==> config.mk <==
export PLATFORM = sky130hd
export DESIGN_NAME = result_serializer
export DESIGN_NICKNAME = d
export VERILOG_FILES = /design/src/rtl/result_serializer.sv
export SDC_FILE = /design/constraint.sdc
export NUM_CORES = 1
export LEC_CHECK = 0
export ABC_CLOCK_PERIOD_IN_PS = 1600
export BUFFER_PORTS_ARGS = -buffer_cell sky130_fd_sc_hd__buf_2
export CAP_MARGIN = 15
export CORE_AREA = 2 2 77 79
export CTS_CLUSTER_SIZE = 40
export DETAILED_ROUTE_END_ITERATION = 12
export DIE_AREA = 0 0 79 81
export GPL_ROUTABILITY_DRIVEN = 0
export PLACE_DENSITY_LB_ADDON = 0.05
export SLEW_MARGIN = 30
export SYNTH_ARGS = -nofsm -noshare
export SYNTH_HDL_FRONTEND = slang
export SYNTH_SLANG_ARGS = --single-unit
==> constraint.sdc <==
create_clock -name clk -period 1.6 [get_ports clk]
set_input_delay 0.32 -clock clk [delete_from_list [all_inputs] [get_ports clk]]
set_output_delay 0.32 -clock clk [all_outputs]
set_load 0.01 [all_outputs]
==> src/rtl/result_serializer.sv <==
// Parallel-to-serial result drain: accepts W-bit words over valid/ready and
// shifts them out MSB-first with first/last strobes, back-to-back capable.
module result_serializer #(
    parameter int unsigned W          = 32,
    parameter int unsigned BIT_CYCLES = 1
) (
    input  logic         clk,
    input  logic         rst,
    input  logic         in_valid,
    input  logic [W-1:0] in_data,
    output logic         in_ready,
    output logic         ser_out,
    output logic         ser_valid,
    output logic         ser_first,
    output logic         ser_last,
    output logic         busy
);

    localparam int unsigned BW = $clog2(W);
    localparam int unsigned CW = (BIT_CYCLES > 1) ? $clog2(BIT_CYCLES) : 1;

    localparam logic [BW-1:0] BIT_TOP  = BW'(W - 1);
    localparam logic [CW-1:0] CYC_LAST = CW'(BIT_CYCLES - 1);

    typedef enum logic {
        IDLE,
        SHIFT
    } state_t;

    state_t        state, state_nxt;
    logic [W-1:0]  shift_reg, shift_nxt;
    logic [BW-1:0] bit_cnt, bit_nxt;
    logic [CW-1:0] cyc_cnt, cyc_nxt;
    logic          ready_raw;
    logic          out_nxt, valid_nxt, first_nxt, last_nxt;

    always_ff @(posedge clk or posedge rst) begin
        if (rst) begin
            state     <= IDLE;
            shift_reg <= '0;
            bit_cnt   <= '0;
            cyc_cnt   <= '0;
            ser_out   <= 1'b0;
            ser_valid <= 1'b0;
            ser_first <= 1'b0;
            ser_last  <= 1'b0;
        end else begin
            state     <= state_nxt;
            shift_reg <= shift_nxt;
            bit_cnt   <= bit_nxt;
            cyc_cnt   <= cyc_nxt;
            ser_out   <= out_nxt;
            ser_valid <= valid_nxt;
            ser_first <= first_nxt;
            ser_last  <= last_nxt;
        end
    end

    always_comb begin
        state_nxt = state;
        shift_nxt = shift_reg;
        bit_nxt   = bit_cnt;
        cyc_nxt   = cyc_cnt;
        ready_raw = 1'b0;

        case (state)
            IDLE: begin
                ready_raw = 1'b1;
                if (in_valid && !rst) begin
                    shift_nxt = in_data;
                    bit_nxt   = BIT_TOP;
                    cyc_nxt   = '0;
                    state_nxt = SHIFT;
                end
            end
            SHIFT: begin
                if (cyc_cnt == CYC_LAST) begin
                    if (bit_cnt == '0) begin
                        // Final bit cycle: a new word reloads without an idle gap
                        ready_raw = 1'b1;
                        if (in_valid && !rst) begin
                            shift_nxt = in_data;
                            bit_nxt   = BIT_TOP;
                            cyc_nxt   = '0;
                        end else begin
                            shift_nxt = '0;
                            cyc_nxt   = '0;
                            state_nxt = IDLE;
                        end
                    end else begin
                        shift_nxt = {shift_reg[W-2:0], 1'b0};
                        bit_nxt   = bit_cnt - BW'(1);
                        cyc_nxt   = '0;
                    end
                end else begin
                    cyc_nxt = cyc_cnt + CW'(1);
                end
            end
            default: state_nxt = IDLE;
        endcase

        valid_nxt = (state_nxt == SHIFT);
        out_nxt   = valid_nxt & shift_nxt[W-1];
        first_nxt = valid_nxt && (bit_nxt == BIT_TOP);
        last_nxt  = valid_nxt && (bit_nxt == '0);
    end

    assign in_ready = ready_raw & ~rst;
    assign busy     = ser_valid;

endmodule

==> metrics.txt, run 1 <==
# TYPE chip_impl_metric gauge
chip_impl_metric{name="timing.fmax",unit="GHz"} 0.589
chip_impl_metric{name="timing.reg2reg.worst_path_depth",unit=""} 8
chip_impl_metric{name="routed_wirelength_normalized_by_instance_count",unit="um"} 16.7
chip_impl_metric{name="n_fill_cell",unit=""} 552
chip_impl_metric{name="post_layout_nonfiller_instances",unit=""} 306
chip_impl_metric{name="dp_hpwl",unit="mm"} 3.24
chip_impl_metric{name="cts_buffers",unit=""} 5
chip_impl_info{name="most_numerous_cell_in_the_yosys_netlist",value="dfrtp_1"} 1
chip_impl_metric{name="slowest_delay",unit="ns"} 0.40
chip_impl_metric{name="flip_flop_count_of_the_largest_register_all_copies_and_words_added",unit=""} 31
chip_impl_info{name="synthTopCellsByCount",value="dfrtp_1 (40), and3_1 (28), a221o_1 (27), nand2_1 (8), buf_2 (7)"} 1
chip_impl_metric{name="core_region_area",unit="sq um"} 5680
chip_impl_metric{name="yosys_warnings",unit=""} 0
chip_impl_info{name="crit_family",value="flip-flops"} 1
chip_impl_metric{name="setup_tns",unit="ns"} -1.41
chip_impl_metric{name="setup_slack_on_the_worst_flop_to_flop_path",unit="ns"} -0.08
chip_impl_metric{name="drive_gt1_share",unit="%"} 55.4
chip_impl_metric{name="maxCapViolCount",unit=""} 0
chip_impl_metric{name="design.final.nets",unit=""} 266
chip_impl_info{name="synth.largest_area_cell",value="dfrtp_1"} 1
chip_impl_info{name="cp_cell_sequence",value="inv_2 > ha_4 > nand2b_4 > o21a_4 > nor2_4 > buf_6"} 1
chip_impl_metric{name="io_buffers",unit=""} 40
chip_impl_metric{name="routed_wl",unit="mm"} 5.10
chip_impl_metric{name="timing.final.setup_violations",unit=""} 32
chip_impl_metric{name="synth_edf_count",unit=""} 0
chip_impl_metric{name="viasPerCell",unit=""} 5.25
chip_impl_metric{name="maxSlewViolCount",unit=""} 0
chip_impl_metric{name="io_pins",unit=""} 41
chip_impl_metric{name="ys_types",unit=""} 31
chip_impl_metric{name="clkSlewWorstSetupHoldPaths",unit="ns"} 0.08
chip_impl_metric{name="synthesis.area_per_instance",unit="sq um"} 11.3
chip_impl_metric{name="wire_length_of_the_first_global_routing_pass",unit="mm"} 7.62
chip_impl_metric{name="die_width",unit="um"} 79
chip_impl_info{name="timing_worst_setup_path_type",value="flip-flop to output pin"} 1
chip_impl_metric{name="drc",unit=""} 0
chip_impl_metric{name="detailedRoute.firstPassIterationCount",unit=""} 4
chip_impl_metric{name="areaGrowthSynthToFinish",unit="%"} 50.5
chip_impl_info{name="ys_top_cells_by_area",value="dfrtp_1 (54%), a221o_1 (14%), and3_1 (9.4%)"} 1
chip_impl_metric{name="critical_path_arrival",unit="ns"} 1.38
chip_impl_metric{name="initial_antenna_violation_count",unit=""} 0
chip_impl_info{name="worstReg2RegStart",value="bit_cnt[0]"} 1
chip_impl_metric{name="worst_endpoint_required_time",unit="ns"} 1.28
chip_impl_metric{name="synth_top_cell_area_share",unit="%"} 53.5
chip_impl_metric{name="globalRouteTotalUtil",unit="%"} 15.5
chip_impl_info{name="setup.worst_path.end_class",value="output pin"} 1
chip_impl_metric{name="hold_violations",unit=""} 0
chip_impl_metric{name="clock_latency",unit="ns"} 0.29
chip_impl_info{name="crit-reg2reg-capture",value="ser_first"} 1
chip_impl_metric{name="drtIter0Drc",unit=""} 110
chip_impl_metric{name="postSynth.asyncResetShare",unit="%"} 100
chip_impl_metric{name="vias",unit=""} 1608
chip_impl_info{name="worstHoldPathType",value="input port to asynchronous set/reset pin"} 1
chip_impl_metric{name="mapped_area",unit="sq um"} 1870
chip_impl_info{name="slowest_cp_cell",value="dfrtp_1"} 1
chip_impl_metric{name="power.leakage",unit="nW"} 1.31
chip_impl_info{name="result_of_the_run",value="complete, but fails checks"} 1
chip_impl_info{name="unrepaired_setup_endpoints_after_global_routing",value="yes"} 1
chip_impl_metric{name="placed_cells_incl_taps",unit=""} 284
chip_impl_metric{name="postSynthRegisterBits",unit=""} 40
chip_impl_info{name="cts_tree",value="built"} 1
chip_impl_metric{name="worst-slew-pin-transition",unit="ns"} 0.362
chip_impl_metric{name="finalHoldWorstSlack",unit="ns"} 0.147
chip_impl_metric{name="clock-sinks",unit=""} 40
chip_impl_metric{name="final_min_period_over_clock_period",unit="%"} 106
chip_impl_info{name="dominantRegCellSynth",value="dfrtp_1"} 1
chip_impl_metric{name="chipHeight",unit="um"} 81
chip_impl_info{name="violations_in_the_final_reports",value="setup timing"} 1
chip_impl_info{name="cts.root.buffer_cell",value="clkbuf_8"} 1
chip_impl_metric{name="synthCells",unit=""} 165
chip_impl_metric{name="pin_count_of_the_biggest_net_entering_global_routing",unit=""} 34
chip_impl_metric{name="critPathBufInv",unit=""} 2
chip_impl_metric{name="timing.final.ws_setup",unit="ns"} -0.0983
chip_impl_metric{name="overflow",unit=""} 0
chip_impl_metric{name="num_rows",unit=""} 28
chip_impl_metric{name="num_antenna_cells",unit=""} 0
chip_impl_metric{name="vdd.ir_drop.worst",unit="V"} 0.00104
chip_impl_metric{name="initial_core_util",unit="%"} 32.9
chip_impl_info{name="crit_path_start_kind",value="flip-flop"} 1
chip_impl_metric{name="die_area",unit="sq um"} 6400
chip_impl_metric{name="worst_clock_skew",unit="ns"} 0.00574
chip_impl_metric{name="worst_path_fanout_max",unit=""} 2
chip_impl_metric{name="synth-seq-area-share",unit="%"} 53.5
chip_impl_metric{name="powerDensity",unit="nW/um^2"} 1900
chip_impl_metric{name="synth.net_count",unit=""} 201
chip_impl_metric{name="pre_cts_ws",unit="ns"} -0.0953
chip_impl_metric{name="max-clock-path-buffers",unit=""} 2
chip_impl_metric{name="drt.antenna.violating_nets",unit=""} 0
chip_impl_metric{name="hold_buf_count_cts",unit=""} 0
chip_impl_metric{name="vias_in_the_first_global_route",unit=""} 1586
chip_impl_metric{name="slew-limit-headroom",unit="%"} 75.8
chip_impl_metric{name="minimum_clock_period_after_layout",unit="ns"} 1.70
chip_impl_metric{name="htreeDepth",unit=""} 2
==> layer usage <==
| layer | global-route usage (%) | vias to the layer above | share of wire [%] |
|---|---|---|---|
| met4 | 6.21 | 0 | 1.6 |
| li1 | - | 756 | - |
| met5 | 0 | - | 0 |
| met1 | 18.6 | 819 | 42 |
| met3 | 4.00 | 9 | 2.7 |
| met2 | 26.7 | 24 | 53 |
==> metrics by stage <==
step / cell area [sq um] / power, mW / util (%)
after floorplan: 1910 / 2.93 / -
after global placement: 2290 / 3.51 / 40.4
after detailed placement: 2290 / 3.56 / 40.4
after CTS: 2480 / 4.64 / 43.7
after global routing: 2810 / 5.69 / 49.6
final: 2810 / 5.34 / 49.6
==> how the worst max path moves through the flow <==
stage,start,endpoint,slack [ns],cells past startpoint
finish,bit_cnt[0],in_ready,-0.1,6
global route,bit_cnt[0],ser_last,-0.17,8
CTS,bit_cnt[1],in_ready,-0.12,6
detailed placement,bit_cnt[0],shift_reg[8],-0.1,7
global placement,in_valid,ser_first,-0.08,6
floorplan,bit_cnt[0],shift_reg[24],0.006,8
==> layout make-up <==
class	count	area (sq um)	share of cell area (%)
tap	75	93.8	3.33
inverter	5	18.8	0.667
timing repair buffer	75	619	22.0
clock buffer	6	72.6	2.58
multi-input combinational	103	972	34.5
clock inverter	2	35.0	1.24
sequential	40	1000	35.6
==> logic make-up after synthesis <==
group	Yosys count	synth area share [%]
buffers and inverters	22	6.02
adders and majority gates	1	0.669
muxes	3	1.61
DFF	40	53.5
AOI/OAI and AO/OA	42	20.7
and+or+nand+nor	57	17.5
==> repair_timing <==
action,CTS,global route
endpoints found under the setup margin,32,36
setup buffers,5,7
endpoints found under the hold margin,0,0
gates resized for setup,11,43
pin swaps,4,34
gates cloned,0,3
==> placed cells by master, fill, tap and decap left out, drive strengths merged <==
cell | Yosys | final
nand3 | 5 | 5
nand2b | 3 | 3
a22oi | 3 | 3
clkbuf | 7 | 9
nor2 | 5 | 5
or2 | 1 | 1
clkinv | 0 | 1
o31ai | 1 | 1
nand2 | 8 | 8
dfrtp | 40 | 40
mux2i | 3 | 3
o221ai | 1 | 1
ha | 1 | 1
a221o | 27 | 27
and4 | 1 | 1
nand4 | 1 | 1
nor4 | 2 | 2
bufinv | 0 | 1
inv | 5 | 5
nor2b | 3 | 3
and3 | 28 | 28
o21ai | 4 | 4
buf | 10 | 72
o21a | 2 | 2
a21oi | 1 | 1
a31oi | 1 | 1
a211oi | 2 | 2
==> worst register-to-register path: cells and delay by family (launching register included) <==
family                   cells  cell delay [ns]
buffers and inverters        3             0.36
flip-flops                   1             0.40
multiplexers                 1             0.25
adder cells (fa/ha/maj)      1             0.15
AND/OR/NAND/NOR              2             0.27
AO/OA/AOI/OAI                1             0.18
==> power by group <==
| part | switching, mW | total [mW] | internal, mW |
|---|---|---|---|
| clock | 0.355 | 0.818 | 0.463 |
| sequential | 0.257 | 1.65 | 1.40 |
| combinational | 1.22 | 2.87 | 1.65 |
| total | 1.83 | 5.34 | 3.51 |
Note: power is estimated with default switching activity, not from simulation.
==> run 2, diff against run 1 <==
MAX_ROUTING_LAYER = met4   (was not set)
SKIP_LAST_GASP = 1   (was not set)
==> run 2 against run 1 <==
Net effect: the run still ends with setup timing left; fmax hardly changed; die area did not move; first-iteration DRC count is the same; worst setup slack about the same; critical path type unchanged; critical endpoint unchanged; largest cell class unchanged.
==> metrics.txt, run 2 (synthesis gave the netlist of run 1 again) <==
# TYPE chip_impl_metric gauge
chip_impl_info{name="crit_path_start_kind",value="flip-flop"} 1
chip_impl_info{name="timing_worst_setup_path_type",value="flip-flop to output pin"} 1
chip_impl_metric{name="core_region_area",unit="sq um"} 5680
chip_impl_metric{name="hold_violations",unit=""} 0
chip_impl_metric{name="pwr-share-comb",unit="%"} 53.8
chip_impl_info{name="cp_cell_sequence",value="inv_2 > ha_4 > nand2b_4 > o21a_4 > nor2_4 > buf_6"} 1
chip_impl_metric{name="cts_buffers",unit=""} 5
chip_impl_metric{name="slowest_delay",unit="ns"} 0.40
chip_impl_metric{name="io_pins",unit=""} 41
chip_impl_metric{name="areaGrowthSynthToFinish",unit="%"} 50.5
chip_impl_metric{name="routed_wl",unit="mm"} 5.16
chip_impl_metric{name="dpl-instance-area",unit="sq um"} 2290
chip_impl_info{name="result_of_the_run",value="complete, but fails checks"} 1
chip_impl_metric{name="power_frac_clock",unit="%"} 15.3
chip_impl_metric{name="critical_path_arrival",unit="ns"} 1.38
chip_impl_metric{name="maxSlewViolCount",unit=""} 0
chip_impl_metric{name="worst-slew-pin-transition",unit="ns"} 0.363
chip_impl_metric{name="timing.final.setup_violations",unit=""} 32
chip_impl_metric{name="switching_power",unit="mW"} 1.84
chip_impl_metric{name="multiInputGateArea",unit="sq um"} 972
chip_impl_metric{name="critPathBufInv",unit=""} 2
chip_impl_metric{name="hold_buf_count_cts",unit=""} 0
chip_impl_metric{name="clkSlewWorstSetupHoldPaths",unit="ns"} 0.08
chip_impl_metric{name="p_int",unit="mW"} 3.51
chip_impl_info{name="worstHoldPathType",value="input port to asynchronous set/reset pin"} 1
chip_impl_metric{name="initial_antenna_violation_count",unit=""} 0
chip_impl_metric{name="max-clock-path-buffers",unit=""} 2
chip_impl_metric{name="io_buffers",unit=""} 40
chip_impl_info{name="slowest_cp_cell",value="dfrtp_1"} 1
chip_impl_info{name="violations_in_the_final_reports",value="setup timing"} 1
chip_impl_metric{name="worst_endpoint_required_time",unit="ns"} 1.28
chip_impl_metric{name="power.leakage",unit="nW"} 1.31
chip_impl_metric{name="final_min_period_over_clock_period",unit="%"} 106
chip_impl_metric{name="minimum_clock_period_after_layout",unit="ns"} 1.70
chip_impl_metric{name="dp_hpwl",unit="mm"} 3.24
chip_impl_metric{name="vias_in_the_first_global_route",unit=""} 1590
chip_impl_info{name="setup.worst_path.end_class",value="output pin"} 1
chip_impl_info{name="cts.root.buffer_cell",value="clkbuf_8"} 1
chip_impl_metric{name="initial_core_util",unit="%"} 32.9
chip_impl_metric{name="detailedRoute.firstPassIterationCount",unit=""} 4
chip_impl_metric{name="die_area",unit="sq um"} 6400
chip_impl_metric{name="num_rows",unit=""} 28
chip_impl_metric{name="total_power_consumption",unit="mW"} 5.35
chip_impl_metric{name="post_layout_nonfiller_instances",unit=""} 306
chip_impl_metric{name="timing.fmax",unit="GHz"} 0.589
chip_impl_metric{name="pin_count_of_the_biggest_net_entering_global_routing",unit=""} 34
chip_impl_metric{name="setup_slack_on_the_worst_flop_to_flop_path",unit="ns"} -0.09
chip_impl_metric{name="chipHeight",unit="um"} 81
chip_impl_info{name="crit_family",value="flip-flops"} 1
chip_impl_metric{name="sequentialPowerShare",unit="%"} 30.9
chip_impl_metric{name="drc",unit=""} 0
chip_impl_metric{name="n_fill_cell",unit=""} 552
chip_impl_metric{name="sw_frac_of_total",unit="%"} 34.3
chip_impl_metric{name="overflow",unit=""} 0
chip_impl_metric{name="slew-limit-headroom",unit="%"} 75.8
chip_impl_metric{name="die_width",unit="um"} 79
chip_impl_metric{name="drive_gt1_share",unit="%"} 55.4
chip_impl_metric{name="wire_length_of_the_first_global_routing_pass",unit="mm"} 7.62
chip_impl_metric{name="timing.reg2reg.worst_path_depth",unit=""} 8
chip_impl_metric{name="routed_wirelength_normalized_by_instance_count",unit="um"} 16.9
chip_impl_metric{name="design.final.nets",unit=""} 266
chip_impl_info{name="layout.cells.most_common_list",value="dfrtp_1 (39), buf_2 (39), and3_4 (27), a221o_1 (27), buf_4 (21)"} 1
chip_impl_metric{name="globalRouteTotalUtil",unit="%"} 15.9
chip_impl_metric{name="worst_clock_skew",unit="ns"} 0.00536
chip_impl_metric{name="timing.final.ws_setup",unit="ns"} -0.0985
chip_impl_info{name="cts_tree",value="built"} 1
chip_impl_metric{name="placed_cells_incl_taps",unit=""} 284
chip_impl_metric{name="worst_path_fanout_max",unit=""} 2
chip_impl_metric{name="drt.antenna.violating_nets",unit=""} 0
chip_impl_metric{name="maxCapViolCount",unit=""} 0
chip_impl_metric{name="flip_flop_count_of_the_largest_register_all_copies_and_words_added",unit=""} 31
chip_impl_metric{name="design_area",unit="sq um"} 2810
chip_impl_info{name="unrepaired_setup_endpoints_after_global_routing",value="yes"} 1
chip_impl_info{name="worstReg2RegStart",value="bit_cnt[0]"} 1
chip_impl_metric{name="vdd.ir_drop.worst",unit="V"} 0.00105
chip_impl_metric{name="pre_cts_ws",unit="ns"} -0.0953
chip_impl_metric{name="clock-sinks",unit=""} 40
chip_impl_info{name="crit-reg2reg-capture",value="ser_first"} 1
chip_impl_metric{name="seq_area",unit="sq um"} 1000
chip_impl_metric{name="drtIter0Drc",unit=""} 110
chip_impl_metric{name="clock_latency",unit="ns"} 0.29
chip_impl_metric{name="vias",unit=""} 1609
chip_impl_metric{name="viasPerCell",unit=""} 5.26
chip_impl_metric{name="htreeDepth",unit=""} 2
chip_impl_metric{name="powerDensity",unit="nW/um^2"} 1900
chip_impl_metric{name="num_antenna_cells",unit=""} 0
==> run 2: cell counts in the layout (fill, tap and decap cells not counted) <==
No cell type changed its count.
==> run 2: worst register-to-register path: stages, from the launching register on <==
cell	delay, ns
dfrtp_1	0.40
inv_2	0.08
ha_4	0.15
nand2b_4	0.06
buf_6	0.13
o21ai_4	0.18
buf_12	0.16
mux2i_4	0.25
and4_1	0.22
==> run 2: worst max path at each step <==
stage,from,cells past startpoint,endpoint
finish,bit_cnt[0],6,in_ready
global route,bit_cnt[0],8,ser_last
CTS,bit_cnt[1],6,in_ready
detailed placement,bit_cnt[0],7,shift_reg[8]
global placement,in_valid,6,ser_first
floorplan,bit_cnt[0],8,shift_reg[24]
==> run 2: per-stage QoR <==
stage	hold WS, ns	utilization (%)	TNS [ns]
2_1_floorplan	0.449	-	0
3_3_place_gp	0.466	40.4	-0.621
3_5_place_dp	0.468	40.4	-2.14
4_1_cts	0.151	43.7	-0.249
5_1_grt	0.156	49.6	-3.61
6_report	0.146	49.6	-1.46
==> run 2: routing by layer <==
layer	routed length [um]	global-route usage [%]	vias up
li1	-	-	756
met1	2190	18.4	818
met2	2750	26.9	26
met3	131	3.89	9
met4	82	6.21	0
met5	0	-	-
==> run 2: area by class of cell <==
type                            instances  share of cell area, %
Sequential cell                        40                   35.6
Multi-Input combinational cell        103                   34.5
Timing Repair Buffer                   75                   22.0
Tap cell                               75                   3.33
Clock buffer                            6                   2.58
Clock inverter                          2                   1.24
Inverter                                5                  0.667
==> run 2: repair_timing <==
action,4_1_cts,5_1_grt
endpoints found under the setup margin,32,36
resized for setup,11,43
pin swaps,4,33
cloned,0,3
buffers inserted,5,7
endpoints found under the hold margin,0,0
==> run 2: power by group through the flow <==
stage / sequential (mW) / combinational, mW / clock (mW)
floorplan: 1.60 / 1.34 / 0
global placement: 1.64 / 1.87 / 0
detailed placement: 1.64 / 1.91 / 0
CTS: 1.64 / 2.16 / 0.845
global route: 1.70 / 3.11 / 0.888
finish: 1.65 / 2.88 / 0.817
